File: config.mk
export PLATFORM = sky130hd
export DESIGN_NAME = sd_adc_decim
export DESIGN_NICKNAME = d
export VERILOG_FILES = /design/src/rtl/sd_adc_decim.sv
export SDC_FILE = /design/constraint.sdc
export NUM_CORES = 1
export LEC_CHECK = 0
export BUFFER_PORTS_ARGS = -buffer_cell sky130_fd_sc_hd__buf_2
export CORE_MARGIN = 2
export CORE_UTILIZATION = 30
export CTS_CLUSTER_SIZE = 25
export DETAILED_ROUTE_END_ITERATION = 8
export MAX_ROUTING_LAYER = met4
export REMOVE_ABC_BUFFERS = 1
export SLEW_MARGIN = 20
export SYNTH_ARGS = -nofsm -noshare
export SYNTH_HDL_FRONTEND = slang
export SYNTH_SLANG_ARGS = --single-unit
File: constraint.sdc
create_clock -name Clk -period 1.85 [get_ports Clk]
set_input_delay 0.37 -clock Clk [delete_from_list [all_inputs] [get_ports Clk]]
set_output_delay 0.37 -clock Clk [all_outputs]
set_load 0.02 [all_outputs]
File: src/rtl/sd_adc_decim.sv
// First-order sigma-delta ADC front end: synchronizes the comparator, drives the
// RC feedback bit and decimates the bitstream by counting ones over N-clock windows.
module sd_adc_decim #(
    parameter int MSBO   = 7,
    parameter int SETTLE = 4
) (
    input  logic          Clk,
    input  logic          Reset,
    input  logic          Enable,
    input  logic          CompIn,
    input  logic          Ack,
    output logic          FbOut,
    output logic [MSBO:0] ADCout,
    output logic          Valid,
    output logic          Overrun
);

    localparam int W  = MSBO + 1;
    localparam int SW = (SETTLE > 0) ? $clog2(SETTLE + 1) : 1;

    localparam logic [W-1:0]  WIN_LAST    = {W{1'b1}};
    localparam logic [W-1:0]  WIN_ZERO    = {W{1'b0}};
    localparam logic [W:0]    ONES_ZERO   = {(W+1){1'b0}};
    localparam logic [SW-1:0] SET_ZERO    = {SW{1'b0}};
    localparam logic [SW-1:0] SET_ONE     = SW'(1);
    localparam logic [SW-1:0] SETTLE_LAST = SW'((SETTLE > 0) ? SETTLE - 1 : 0);

    typedef enum logic [1:0] {
        ST_IDLE   = 2'd0,
        ST_SETTLE = 2'd1,
        ST_RUN    = 2'd2
    } state_t;

    // A full window of ones would read N; clamp it to the largest code.
    function automatic logic [W-1:0] sat_result(input logic [W:0] sum);
        logic [W-1:0] res;
        if (sum[W]) begin
            res = {W{1'b1}};
        end else begin
            res = sum[W-1:0];
        end
        return res;
    endfunction

    logic                   sync1_q;
    (* IOB = "TRUE" *) logic sync2_q;

    state_t        state_q,      state_d;
    logic [W-1:0]  win_cnt_q,    win_cnt_d;
    logic [W:0]    ones_q,       ones_d;
    logic [SW-1:0] settle_cnt_q, settle_cnt_d;
    logic [W-1:0]  adc_q,        adc_d;
    logic          valid_q,      valid_d;
    logic          overrun_q,    overrun_d;

    logic [W:0]    sum_s;
    logic          sample_s;

    // Comparator synchronizer; the second flop doubles as the feedback output.
    always_ff @(posedge Clk or posedge Reset) begin
        if (Reset) begin
            sync1_q <= 1'b0;
            sync2_q <= 1'b0;
        end else begin
            sync1_q <= CompIn;
            sync2_q <= sync1_q;
        end
    end

    // Window sequencing, accumulation and sample handshake next-state logic.
    always_comb begin
        state_d      = state_q;
        win_cnt_d    = win_cnt_q;
        ones_d       = ones_q;
        settle_cnt_d = settle_cnt_q;
        adc_d        = adc_q;
        valid_d      = valid_q;
        overrun_d    = overrun_q;
        sample_s     = 1'b0;
        sum_s        = ones_q + (W+1)'(sync2_q);

        case (state_q)
            ST_IDLE: begin
                win_cnt_d    = WIN_ZERO;
                ones_d       = ONES_ZERO;
                settle_cnt_d = SET_ZERO;
                if (Enable) begin
                    state_d = (SETTLE == 0) ? ST_RUN : ST_SETTLE;
                end else begin
                    state_d = ST_IDLE;
                end
            end
            ST_SETTLE, ST_RUN: begin
                if (!Enable) begin
                    state_d      = ST_IDLE;
                    win_cnt_d    = WIN_ZERO;
                    ones_d       = ONES_ZERO;
                    settle_cnt_d = SET_ZERO;
                end else begin
                    win_cnt_d = win_cnt_q + W'(1);
                    if (win_cnt_q == WIN_LAST) begin
                        ones_d = ONES_ZERO;
                        if (state_q == ST_RUN) begin
                            sample_s = 1'b1;
                        end else if (settle_cnt_q == SETTLE_LAST) begin
                            state_d      = ST_RUN;
                            settle_cnt_d = SET_ZERO;
                        end else begin
                            settle_cnt_d = settle_cnt_q + SET_ONE;
                        end
                    end else begin
                        ones_d = sum_s;
                    end
                end
            end
            default: begin
                state_d      = ST_IDLE;
                win_cnt_d    = WIN_ZERO;
                ones_d       = ONES_ZERO;
                settle_cnt_d = SET_ZERO;
            end
        endcase

        // A coincident Ack consumes the old sample, so it is not an overrun.
        if (sample_s) begin
            adc_d   = sat_result(sum_s);
            valid_d = 1'b1;
            if (valid_q) begin
                overrun_d = !Ack;
            end else begin
                overrun_d = overrun_q;
            end
        end else if (Ack && valid_q) begin
            valid_d   = 1'b0;
            overrun_d = 1'b0;
        end else begin
            valid_d   = valid_q;
            overrun_d = overrun_q;
        end
    end

    // State, counters and output registers.
    always_ff @(posedge Clk or posedge Reset) begin
        if (Reset) begin
            state_q      <= ST_IDLE;
            win_cnt_q    <= WIN_ZERO;
            ones_q       <= ONES_ZERO;
            settle_cnt_q <= SET_ZERO;
            adc_q        <= WIN_ZERO;
            valid_q      <= 1'b0;
            overrun_q    <= 1'b0;
        end else begin
            state_q      <= state_d;
            win_cnt_q    <= win_cnt_d;
            ones_q       <= ones_d;
            settle_cnt_q <= settle_cnt_d;
            adc_q        <= adc_d;
            valid_q      <= valid_d;
            overrun_q    <= overrun_d;
        end
    end

    assign FbOut   = sync2_q;
    assign ADCout  = adc_q;
    assign Valid   = valid_q;
    assign Overrun = overrun_q;

endmodule

# Word level (Yosys, flattened, before mapping)

Index checks and enable logic that the tools add are counted.

Muxes and demuxes: 25
Equality and inequality tests: 8
Reductions and logical operators: 8
Add/sub/neg operators: 3

Operators by type and width:

| operator              | count |
|---|---|
| $mux W9               | 3 |
| $mux W8               | 3 |
| $mux W3               | 5 |
| $add A9 B1 Y9         | 1 |
| $mux W1               | 9 |
| $ne A3 B3 Y1 const B  | 3 |
| $add A8 B1 Y8 const B | 1 |
| $eq A8 B8 Y1 const B  | 1 |
| $mux W2               | 4 |
| $pmux W2 S2           | 1 |
| $reduce_and A2 Y1     | 2 |
| $add A3 B1 Y3 const B | 1 |
| $eq A3 B2 Y1 const B  | 1 |
| $reduce_and A3 Y1     | 1 |
| $eq A2 B1 Y1 const B  | 1 |
| $eq A2 B2 Y1 const B  | 1 |
| $logic_not A2 Y1      | 1 |
| $ne A2 B2 Y1 const B  | 1 |
| $reduce_bool A2 Y1    | 1 |
| $reduce_or A2 Y1      | 1 |
| $logic_and A1 B1 Y1   | 1 |
| $logic_not A1 Y1      | 1 |

Flip-flop bits (word level): 34
Output and inout bits: 11

# Longest topological paths before layout

Gate-level depths: netlist of the first run.

Word-level depth: 7
Gate-level depth with buffers: 8

# Least setup slack after synthesis of the first run

Ideal clock, no wire load.

Path kind: register to register
From: register sync2_q, in the netlist FbOut
To: register adc_q[0], in the netlist ADCout[0]
Period minus slack after synthesis: 1.675 ns
Buffers on the path: 1
Cell stages (with the launch flop): 7
Slack: 0.175 ns
Arrival: 1.602 ns
Path through: dfrtp_1 ha_1 nand4_1 or3_1 and3_1 buf_6 a21oi_2

Word-level cells in the longest chain between the ends: 2

RTL lines:

| element                  | line | text |
|---|---|---|
| start: declaration       | 46   | `(* IOB = "TRUE" *) logic sync2_q;` |
| start signal: assignment | 66   | `sync2_q <= sync1_q;` |
| $add A9 B1 Y9            | 80   | `sum_s = ones_q + (W+1)'(sync2_q);` |
| $mux W8                  | 37   | `if (sum[W]) begin` |
| end signal: assignment   | 149  | `adc_q <= WIN_ZERO;` |
| end signal: assignment   | 157  | `adc_q <= adc_d;` |
| end: declaration         | 52   | `logic [W-1:0] adc_q, adc_d;` |

Every way passes these cells.
A chain may end at the register's enable or synchronous reset.

# Final worst setup path of the first run

From: register state_q[1]
To: register state_q[0]

Word-level cells in the longest chain between the ends: 4

RTL lines:

| element                                      | line    | text |
|---|---|---|
| start: declaration                           | 48      | `state_t state_q, state_d;` |
| start signal: assignment                     | 153     | `state_q <= state_d;` |
| $eq A2 B2 Y1 or $eq A2 B1 Y1 (tied branches) | 82, 103 |  |
| $reduce_or A2 Y1                             | 82      | `case (state_q)` |
| $ne A3 B3 Y1 (no line)                       | -       |  |
| $reduce_and A3 Y1 (no line)                  | -       |  |

Several ways; a longest one is shown, not always the timed one.

==> results.yml, run 1 <==
route:
  dr_total_vias: 1046
  drtAntennaViolNets: 0
  drc: 0
  detail_route.wl_per_cell_um: 11.03
  drt-initial-drc-count: 64
  route.detailed.vias_per_inst: 4.395
  drt-pass1-iter-count: 4
  wirelength_um: 2625
critical_path:
  required_ns: 2.03
  timing.critical_path.to_type: "flip-flop"
  data_arrival_time_at_the_worst_slack_endpoint_ns: 1.93
  critical_path_peak_fanout: 6
  startpoint_type: "flip-flop"
  critical_path_class: "flip-flop to flip-flop"
clock_tree:
  clockBufferDepth: 2
  clock_transition_at_the_registers_of_the_reported_paths_ns: 0.06
  cts_num_sinks: 34
  tritoncts_clock_tree: "done"
  clock_tree.root_cell: "clkbuf_8"
  h-tree-depth: 2
  clock_insertion_delay_worst_skew_ns: 0.28
  postCtsSetupRepairBufs: 0
  cts_buffers: 5
placement:
  detailed_place.area_um2: 1735
  place_hpwl_um: 1868
  gp_congestion: 0.7364
  placed_cells: 230
  pre_cts_ws_ns: 0.005612
  buffer_ports.inserted: 15
hold_path:
  min-delay-path-class: "input pin to async pin"
floorplanning:
  floorplan_die_height_um: 75.95
  rows: 26
  top_level_ports: 16
  floorplan.initialDensity: 0.3079
  die_w_um: 75.95
  die_area_um2: 5768
  floorplan.core_area_um2: 5042
cells_and_area:
  n_fill_cell: 499
  area_growth_syn_to_layout_pct: 20.31
  drive_above_1_share: 0.2679
  post-route-cell-area_um2: 1868
  fin_nets: 179
  antennaDiodeCount: 0
  post_layout_nonfiller_instances: 238
synthesis:
  netlist.top_cell.by_area: "dfrtp_1"
  synthesis.instances: 142
  ys_types: 30
  synth_edf_count: 0
  async_reset_ff_frac: 1.000
  mappedNetlistArea_um2: 1553
  seq_area_frac_synth: 0.5479
  synth_top_area_share: 0.5479
  yosys_register_bits: 34
  yosys_most_used_dff: "dfrtp_1"
  synth.area.top_cells: "dfrtp_1 (55%), ha_1 (5.6%), nor2_1 (5.6%), a21oi_2 (3.9%), xnor2_1 (3.4%)"
  most_instantiated_library_cell_after_synthesis: "dfrtp_1"
  total_of_warnings_raised_by_yosys: 0
  average_size_of_a_mapped_cell_um2: 10.93
  ys_top_cells_by_count: "dfrtp_1 (34), nor2_1 (23), nand2_1 (8)"
sta:
  maxSlewHeadroom: 0.7121
  timing.setup.tns_ns: 0
  final_max_slew_viol_count: 0
  worst_clock_skew_ns: 0.005930
  worst_slew_pin_slew_ns: 0.4318
  clock.fmax_mhz: 573.6
  grt_setup_unrepaired: "false"
  finalSetupViolCount: 0
  period_minus_slack_ns: 1.744
  worst_slack_ns: 0.1065
  hold_violations: 0
  final.period_utilization: 0.9424
power:
  pwr_density_cell_nw_per_um2: 993.7
  p_leak_nw: 0.8908
  ir_drop_mv: 0.2574
  power.total_mw: 1.856
global_route:
  globalRouteTotalUtil: 0.1028
  largest_net_degree_at_the_start_of_global_routing: 35
  met1_track_demand_over_resource_in_global_routing: 0.1272
  grt_first_pass_wirelength_um: 4643
  first_global_vias: 1034
  met2_usage: 0.1580
  antenna_found_initial: 0
  grtUsageMet3: 0.03333
  grt_remaining_overflow: 0
  grt.busiest_layer: "met2"
run:
  maxCapViolations: 0
run_status:
  run_status: "complete, no violations"
## worst paths after layout
kind                            slack [ns]  cells past startpoint         endpoint       start
worst min-delay path                  0.17                      3  settle_cnt_q[1]       Reset
worst max-delay path                  0.11                      6       state_q[0]  state_q[1]
max in group asynchronous             1.37                      3     win_cnt_q[7]       Reset
worst max register to register        0.11                      6       state_q[0]  state_q[1]
worst min register to register        0.35                      0            FbOut     sync1_q
min in group Clk                      0.19                      1          sync1_q      CompIn
## critical path: stages, from the launching register on
cell     delay, ns
dfrtp_1       0.40
inv_1         0.11
ha_4          0.23
nand2_4       0.11
o21ba_1       0.16
or3_1         0.38
o32ai_2       0.26
## what timing repair did
item / 4_1_cts / 5_1_grt
gates resized for setup: 2 / 3
endpoints found under the setup margin: 1 / 9
cloned: 0 / 0
hold buffers: 0 / 0
## registers in the layout (all words and copies together) (netlist names)
register	cells
FbOut	1
sync1_q	1
ones_q	9
settle_cnt_q	3
win_cnt_q	8
ADCout	8
state_q	2
Overrun	1
Valid	1
## stage by stage
step,util,hold slack [ns]
2_1_floorplan,-,0.3312
6_report,0.3705,0.1733
4_1_cts,0.3687,0.1818
5_1_grt,0.3705,0.1811
3_5_place_dp,0.3442,0.3363
3_3_place_gp,0.3442,0.3369
## layer usage
| layer | wire length (µm) | part of all wire |
|---|---|---|
| met1 | 1341 | 0.51 |
| met2 | 1137 | 0.43 |
| met3 | 101 | 0.038 |
| met4 | 45 | 0.017 |
| met5 | 0 | 0 |
## kinds of logic (layout without fill, tap and decap cells)
group                      count (synthesis)  in the layout  share of synthesized area
and+or+nand+nor                           53             53                     0.1692
muxes                                      1              1                   0.007252
AOI/OAI and AO/OA                         26             26                     0.1217
buffers and inverters                     10             36                    0.03545
DFF                                       34             34                     0.5479
xor gates and xnor gates                  11             11                    0.06205
adders and majority gates                  7              7                    0.05640
## power breakdown
group	switching [mW]	total [mW]	leakage (nW)	internal, mW
clock network	0.253	0.656	0.0524	0.403
registers	0.0363	0.828	0.467	0.792
logic	0.204	0.372	0.371	0.168
total	0.493	1.86	0.891	1.36
## final cells by class
type | count | area, µm² | area share
tap | 70 | 87.58 | 0.04689
multi-input combinational | 98 | 673.1 | 0.3603
timing repair buffer | 22 | 127.6 | 0.06832
clock inverter | 1 | 30.03 | 0.01608
inverter | 6 | 22.52 | 0.01206
sequential | 34 | 850.8 | 0.4555
clock buffer | 7 | 76.32 | 0.04086
## layout by cell type (no fill, tap or decap)
cell type  instances
a21oi_4            1
a211oi_1           1
clkbuf_8           5
o21ba_1            1
nand4_1            3
inv_2              1
o32ai_2            1
clkbuf_1           2
and4_1             1
a21o_1             2
buf_2             15
and3_2             1
xnor2_1            6
xor2_1             5
buf_4              7
mux2_2             1
nor3_1             2
or3_2              2
o21a_1             1
nand2_1            8
ha_4               1
o21bai_1           1
o21ai_0            4
nor2_1            23
or3_1              2
bufinv_16          1
a21oi_1            7
nand3_4            1
nand3_1            4
nor2b_1            1
a21oi_2            7
ha_1               6
nand2_4            1
and3_1             4
inv_1              5
dfrtp_1           34
No activity file was read; power rests on OpenSTA's default activity.
==> inputs of run 2 (changes only) <==
ABC_AREA = 1   (was not set)
CORE_ASPECT_RATIO = 1.5   (was not set)
==> run 2 against run 1 <==
Net effect: non-clock buffer count fell by 5; synthesized cell count rose by 38%; highest routed layer unchanged; via count rose by 22%; power rose by 5.1%.
==> results.yml, run 2 <==
clock_tree:
  postCtsSetupRepairBufs: 0
  clockBufferDepth: 2
  clock_transition_at_the_registers_of_the_reported_paths_ns: 0.07
  cts_num_sinks: 34
  postCtsResizedCells: 0
  clock_tree.root_cell: "clkbuf_8"
  clock_insertion_delay_worst_skew_ns: 0.29
  tritoncts_clock_tree: "done"
  h-tree-depth: 2
  cts_hold_repair.buffers: 0
  cts_buffers: 5
cells_and_area:
  area_growth_syn_to_layout_pct: 15.12
  finalCoreUtilization: 0.3510
  most-common-layout-cells: "nand2_1 (43), dfrtp_1 (34), nor2_1 (29)"
  fin_nets: 230
  layout.cells.most_common: "nand2_1"
  largest_register_ff_count: 9
  post-route-cell-area_um2: 2001
  drive_above_1_share: 0.1826
  largest_register: "ones_q"
  antennaDiodeCount: 0
sta:
  clock.fmax_mhz: 624.9
  worst_slack_ns: 0.2497
  final.period_utilization: 0.8650
  timing.setup.tns_ns: 0
  maxSlewHeadroom: 0.7040
  final_max_slew_viol_count: 0
  worst_slew_pin_slew_ns: 0.4440
  period_minus_slack_ns: 1.600
  finalSetupViolCount: 0
  worst_clock_skew_ns: 0.005611
  grt_setup_unrepaired: "false"
  hold_violations: 0
route:
  dr_total_vias: 1277
  detail_route.wl_per_cell_um: 10.75
  drc: 0
  drt-initial-drc-count: 56
  wirelength_um: 3128
  route.detailed.vias_per_inst: 4.388
  drtAntennaViolNets: 0
  drt-pass1-iter-count: 4
synthesis:
  synthesis.instances: 196
  yosys_register_bits: 34
  async_reset_ff_frac: 1.000
  seq_area_frac_synth: 0.4896
  yosys_most_used_dff: "dfrtp_1"
  synth.area.top_cells: "dfrtp_1 (49%), nand2_1 (9.3%), nor2_1 (6.3%), inv_1 (5.4%), ha_1 (5.0%)"
  netlist.top_cell.by_area: "dfrtp_1"
  total_of_warnings_raised_by_yosys: 0
  mappedNetlistArea_um2: 1738
  synth_top_area_share: 0.4896
  synth_edf_count: 0
  ys_top_cells_by_count: "nand2_1 (43), dfrtp_1 (34), nor2_1 (29)"
  most_instantiated_library_cell_after_synthesis: "nand2_1"
  average_size_of_a_mapped_cell_um2: 8.867
  ys_types: 31
run:
  maxCapViolations: 0
critical_path:
  r2r_start: "state_q[0]"
  data_arrival_time_at_the_worst_slack_endpoint_ns: 1.78
  critical_path_peak_fanout: 11
  critical_path_class: "flip-flop to flip-flop"
  startpoint_type: "flip-flop"
  timing.critical_path.to_type: "flip-flop"
  critical_path.startpoint: "state_q[0]"
  required_ns: 2.03
power:
  ir_drop_mv: 0.5315
  pwr_density_cell_nw_per_um2: 974.9
  p_leak_nw: 1.081
run_status:
  run_status: "complete, no violations"
hold_path:
  min-delay-path-class: "input pin to async pin"
floorplanning:
  floorplan_die_height_um: 97.22
  floorplan.core_area_um2: 5700
  rows: 34
  floorplan.initialDensity: 0.3049
  die_area_um2: 6431
  die_w_um: 66.15
  top_level_ports: 16
global_route:
  globalRouteTotalUtil: 0.1217
  largest_net_degree_at_the_start_of_global_routing: 35
  grt_first_pass_wirelength_um: 5947
  antenna_found_initial: 0
  first_global_vias: 1355
  grt_remaining_overflow: 0
placement:
  place_hpwl_um: 2319
  pre_cts_ws_ns: 0.2383
  detailed_place.area_um2: 1892
  buffer_ports.inserted: 15
  gp_congestion: 0.7676
==> run 2: changes by cell type in the layout (fill, tap and decap cells not counted), moves of 3 or more <==
cell	previous run	this run
nor2_1	23	29
a21boi_1	0	4
and3_1	4	1
nand2_1	8	43
o21ai_1	0	3
xor2_1	5	1
clkinv_2	0	3
xnor2_1	6	1
inv_1	5	25
nand2_2	0	6
nand3_1	4	7
a21oi_2	7	0
buf_4	7	2
==> run 2: metrics by stage <==
stage	hold WS [ns]	instances	total power, mW
2_1_floorplan	0.3312	194	1.186
3_3_place_gp	0.3370	283	1.293
3_5_place_dp	0.3404	283	1.308
4_1_cts	0.1758	291	1.989
5_1_grt	0.1716	291	2.095
6_report	0.1631	291	1.950
==> run 2: final cells by class <==
cell class                      count  area (µm²)
Fill cell                         613        3700
Sequential cell                    34       850.8
Multi-Input combinational cell    134       762.0
Inverter                           26       98.84
Timing Repair Buffer               17       90.09
Tap cell                           72       90.09
Clock buffer                        5       68.82
Clock inverter                      3       40.04
==> run 2: critical path: stages, from the launching register on <==
cell	delay (ns)
dfrtp_1	0.37
inv_1	0.07
ha_1	0.35
nand2_2	0.11
clkinv_2	0.12
nand2_4	0.17
nand2_1	0.13
o21a_1	0.19
==> run 2: worst paths after layout <==
kind                                        end  slack [ns]  cells after the start
worst max-delay path            settle_cnt_q[2]        0.25                      7
worst min-delay path                    sync1_q        0.16                      3
worst max register to register  settle_cnt_q[2]        0.25                      7
worst min register to register            FbOut        0.35                      0
max in group asynchronous             ADCout[4]        1.36                      3
min in group Clk                        sync1_q        0.18                      1
==> run 2: cell families (layout without fill, tap and decap cells) <==
| family | after synthesis | after routing | share of synthesized area |
|---|---|---|---|
| AOI/OAI and AO/OA | 25 | 25 | 0.08784 |
| xor gates and xnor gates | 2 | 2 | 0.01008 |
| adders and majority gates | 7 | 7 | 0.05039 |
| buffers and inverters | 28 | 51 | 0.07199 |
| DFF | 34 | 34 | 0.4896 |
| and+or+nand+nor | 100 | 100 | 0.2901 |
==> run 2: where the power goes <==
part | switching, mW | total [mW] | leakage, nW | internal, mW
logic | 0.284 | 0.441 | 0.583 | 0.158
clock network | 0.270 | 0.666 | 0.0579 | 0.396
registers | 0.0431 | 0.843 | 0.441 | 0.800
==> run 2: layer usage <==
metal	vias up	wire [µm]	global-route usage
met5	-	0	-
met4	0	83	0.05338
met3	6	89	0.03129
met2	18	1775	0.2115
met1	598	1180	0.1251
li1	655	-	-
